## config.mk

```make
export PLATFORM = sky130hd
export DESIGN_NAME = exu_wb_arb
export DESIGN_NICKNAME = d
export VERILOG_FILES = /design/src/rtl/exu_wb_arb.sv
export SDC_FILE = /design/constraint.sdc
export NUM_CORES = 1
export LEC_CHECK = 0
export CORE_AREA = 2 2 105 107
export DETAILED_ROUTE_END_ITERATION = 8
export DIE_AREA = 0 0 107 109
export PLACE_DENSITY = 0.87
export SLEW_MARGIN = 10
export SYNTH_ARGS = -nofsm -noshare
export SYNTH_HDL_FRONTEND = slang
export SYNTH_SLANG_ARGS = --single-unit
```

## constraint.sdc

```tcl
create_clock -name clk -period 4.8 [get_ports clk]
set_clock_uncertainty 0.1 [all_clocks]
set_input_delay 0.96 -clock clk [delete_from_list [all_inputs] [get_ports clk]]
set_output_delay 0.96 -clock clk [all_outputs]
set_load 0.02 [all_outputs]
```

## src/rtl/exu_wb_arb.sv

```systemverilog
`default_nettype none
// ----------------------------------------------------------------------------
// exu_wb_arb : N-channel GPR write-back arbiter, registered write port,
//              pending-write scoreboard and one-cycle forwarding path.
// Revision   : 1.0
// ----------------------------------------------------------------------------
module exu_wb_arb #(
  parameter int NCH      = 4,
  parameter int XLEN     = 32,
  parameter int AW       = 5,
  parameter int ARB_MODE = 1
) (
  input  logic                clk,
  input  logic                rst_n,
  input  logic [NCH-1:0]      ch_vld,
  output logic [NCH-1:0]      ch_rdy,
  input  logic [NCH*AW-1:0]   ch_waddr,
  input  logic [NCH*XLEN-1:0] ch_wdata,
  input  logic                iss_vld,
  input  logic [AW-1:0]       iss_waddr,
  output logic                gpr_wen,
  output logic [AW-1:0]       gpr_waddr,
  output logic [XLEN-1:0]     gpr_wdata,
  output logic                fwd_vld,
  output logic [AW-1:0]       fwd_addr,
  output logic [XLEN-1:0]     fwd_data,
  output logic [(2**AW)-1:0]  gpr_pend
);

  localparam int PW   = (NCH > 1) ? $clog2(NCH) : 1;
  localparam int NREG = 2**AW;

  logic [PW-1:0]   ptr;
  logic [NCH-1:0]  grant;
  logic            any_grant;
  logic [PW-1:0]   gidx;
  logic [PW-1:0]   sel;
  int              j;
  logic [AW-1:0]   gaddr;
  logic [XLEN-1:0] gdata;
  logic            wb_vld;
  logic [NREG-1:0] pend_nxt;

  // Search order: from ptr+1 with wrap in round-robin mode, from 0 otherwise.
  // The wrap is a single conditional subtract so non-power-of-2 NCH works.
  always_comb begin
    grant     = '0;
    any_grant = 1'b0;
    gidx      = '0;
    sel       = '0;
    j         = 0;
    for (int k = 0; k < NCH; k++) begin
      j = (ARB_MODE == 1) ? int'(ptr) + 1 + k : k;
      if (j >= NCH) j = j - NCH;
      sel = PW'(j);
      if (!any_grant && ch_vld[sel]) begin
        any_grant = 1'b1;
        gidx      = sel;
      end
    end
    if (any_grant) grant[gidx] = 1'b1;
  end

  assign ch_rdy = grant;

  always_comb begin
    gaddr = '0;
    gdata = '0;
    for (int i = 0; i < NCH; i++) begin
      if (grant[i]) begin
        gaddr = gaddr | ch_waddr[i*AW +: AW];
        gdata = gdata | ch_wdata[i*XLEN +: XLEN];
      end
    end
  end

  // A same-cycle issue to the register being retired re-arms it: newer writer.
  always_comb begin
    pend_nxt = gpr_pend;
    if (any_grant) pend_nxt[gaddr] = 1'b0;
    if (iss_vld && (iss_waddr != '0)) pend_nxt[iss_waddr] = 1'b1;
    pend_nxt[0] = 1'b0;
  end

  always_ff @(posedge clk or negedge rst_n) begin
    if (!rst_n) begin
      ptr       <= PW'(NCH - 1);
      wb_vld    <= 1'b0;
      gpr_waddr <= '0;
      gpr_wdata <= '0;
      gpr_pend  <= '0;
    end else begin
      wb_vld   <= any_grant;
      gpr_pend <= pend_nxt;
      if (any_grant) begin
        gpr_waddr <= gaddr;
        gpr_wdata <= gdata;
        if (ARB_MODE == 1) ptr <= gidx;
      end
    end
  end

  assign gpr_wen  = wb_vld & (gpr_waddr != '0);
  assign fwd_vld  = gpr_wen;
  assign fwd_addr = gpr_waddr;
  assign fwd_data = gpr_wdata;

endmodule
`default_nettype wire

```

==> flow_metrics.tcl <==
set metrics [dict create \
    grt_usage_pct 26.5 \
    ant_nets 0 \
    vdd_drop_max_uv 334 \
    yosys.cell_count.top_type "dfrtp_1" \
    vias 4611 \
    numCtsBuffers 9 \
    grt_pass1_vias 4572 \
    met3_usage_pct 6.63 \
    dpl_cell_area_mm2 0.00664 \
    critPathSlowestCell "clkdlybuf4s50_1" \
    powerDensity_mw_per_mm2 563 \
    fin_crit_sh_pct 85.3 \
    n_antenna_cell 0 \
    postCtsSetupBuffers 0 \
    wire_per_inst_um 19.6 \
    endpoint_kind "output pin" \
    period_needed_ns 4.09 \
    layout-drive-gt1-share_pct 5.70 \
    die_area_mm2 0.0117 \
    slew_viol_final 0 \
    grt_max_degree 72 \
    slew_headroom_pct 37.8 \
    clk_latency_ns 0.34 \
    synth_top_area_share_pct 41.7 \
    finalWirelength_mm 15.8 \
    cts_resized 0 \
    instances_no_fill 807 \
    final_area_mm2 0.00684 \
    fmax_ghz 0.244 \
    syn2layout_area_growth_pct 65.1 \
    fin_nets 822 \
    cp_cell_sequence "clkdlybuf4s50_1, a211oi_1, o31a_1, clkdlybuf4s50_1" \
    hold_viol 0 \
    ys_types 54 \
    leakage_nw 2.70 \
    hpwl_mm 12.3 \
    setup_viol 0 \
    synth_flop_cell "dfrtp_1" \
    dp.cells 791 \
    rr_startpoint "ptr[1]" \
    cts_root_buf "clkbuf_8" \
    netlist_area_mm2 0.00415 \
    place_congestion 0.893 \
    cts.sinks 71 \
    io_pins 272 \
    whs_endpoint "gpr_pend[28]" \
    die_height_um 109 \
    synth_seq_cells 71 \
    path_clk_slew_ns 0.09 \
    clockBufferDepth 2 \
    worstPathRequired_ns 3.74 \
    cts_tree "built" \
    drt_pass1_iterations 6 \
    async_flop_share_pct 100 \
    critPathLaunchType "input pin" \
    synth_cells 449 \
    hp-start "gpr_pend[28]" \
    ctsHoldBuffers 0 \
    worstPathArrival_ns 3.03 \
    power_w 0.00386 \
    synth_area_leaders "dfrtp_1 42%, a222oi_1 7.7%, buf_4 7.4%" \
    worst_pin_slew_ns 0.931 \
    hold_path.class "flop to flop" \
    grt_antenna_before_repair 0 \
    port_buffers 270 \
    status "completed" \
    met2_usage_pct 47.0 \
    critPathKind "input pin to output pin" \
    yosysSeqAreaShare_pct 42.9 \
    top_usage_layer "met2" \
    crit_top_cell "clkdlybuf4s50_1" \
    max_stage_delay_ns 0.74 \
    drtIter0Drc 381 \
    synth_edf_count 0 \
    yosysTopAreaCell "dfrtp_1" \
    syn_avg_cell_area_um2 9.23 \
    viasPerCell 5.71 \
    htreeDepth 3 \
    crit_fanout 10 \
    row_count 38 \
    reg2regPathDepth 8 \
    setup_tns_ns 0 \
    r2r_end "gpr_pend[4]" \
    grt_overflow 0 \
    crit_family "buffers and inverters" \
    mappedNetlistNets 609 \
    whs_path_depth 1 \
    post-route-drc-count 0 \
    yosys-top-cells-count "69 x dfrtp_1, 49 x nand2_1, 45 x nor2_1" \
    grt_pass1_wl_mm 23.9 \
    ys_warn_count 0 \
    met1_usage_pct 30.7 \
    core_mm2 0.0106 \
    die_w_um 107 \
    r2r_setup_slack_ns 1.71 \
    initial_core_util_pct 39.1 \
    rsz0062_at_grt "false" \
    worst-path-buf-inv 2 \
    maxCapViolations 0 \
]
==> cells by family (layout without fill, tap and decap cells) <==
kind of cell | after synthesis | in the layout | share of synthesized area, %
flops | 71 | 71 | 42.9
simple gates | 121 | 121 | 13.6
other cells | 1 | 1 | 0.0905
buf+inv | 92 | 310 | 12.3
compound gates | 163 | 163 | 30.8
mux | 1 | 1 | 0.272
==> metrics by stage <==
| step | setup WS (ns) | util (%) | hold slack [ns] |
|---|---|---|---|
| after detailed placement | 0.657 | 62.6 | 0.411 |
| after CTS | 0.734 | 64.5 | 0.431 |
| after global placement | 0.794 | 62.6 | 0.391 |
| after floorplan | 1.45 | - | 0.508 |
| final | 0.706 | 64.5 | 0.429 |
| after global routing | 0.641 | 64.5 | 0.453 |
==> registers in the layout, summed over array words and instances (netlist names) <==
| signal | flops |
|---|---|
| fwd_addr | 5 |
| fwd_data | 32 |
| wb_vld | 1 |
| ptr | 2 |
| gpr_pend | 31 |
==> power by group <==
part           internal [W]  leakage [nW]  switching [W]
Clock              0.000245        0.0929       0.000248
Combinational       0.00109          1.80        0.00119
Sequential         0.000843         0.811       0.000246
==> routing by layer <==
| layer | vias to the layer above | wire length (um) |
|---|---|---|
| li1 | 2118 | - |
| met1 | 2190 | 5860 |
| met2 | 267 | 8170 |
| met3 | 36 | 1290 |
| met4 | 0 | 464 |
| met5 | - | 0 |
==> how the worst max path moves through the flow <==
stage,from,end,slack (ns),cells past startpoint
CTS,ch_vld[3],ch_rdy[0],0.73,5
global placement,ch_vld[0],gpr_pend[12],0.79,9
global route,ch_vld[3],ch_rdy[1],0.64,4
finish,ch_vld[0],ch_rdy[1],0.71,4
detailed placement,ch_vld[3],gpr_pend[20],0.66,9
floorplan,ch_vld[0],ch_rdy[1],1.45,5
==> cell type report <==
class | count | area, um2
Fill cell | 844 | 3760
Timing Repair Buffer | 279 | 2770
Multi-Input combinational cell | 286 | 1860
Sequential cell | 71 | 1780
Tap cell | 140 | 175
Clock buffer | 9 | 124
Clock inverter | 7 | 78.8
Inverter | 15 | 56.3
==> cell usage in the layout, fill, tap and decap left out, types with 4 or more instances in the layout <==
cell             synthesis  routed
clkdlybuf4s50_1          0     269
dfrtp_1                 69      69
nand2_1                 49      48
nor2_1                  45      44
a31oi_1                 41      41
a222oi_1                32      32
a21oi_1                 21      21
a221o_1                 19      19
inv_1                   14      14
buf_4                   41      10
o31a_1                   9       9
clkbuf_8                 0       9
o21ai_0                  8       8
nor3b_1                  4       4
or4b_1                   4       4
a22o_1                   4       4
and4_1                   4       4
Power figures use the tool's default switching activity.
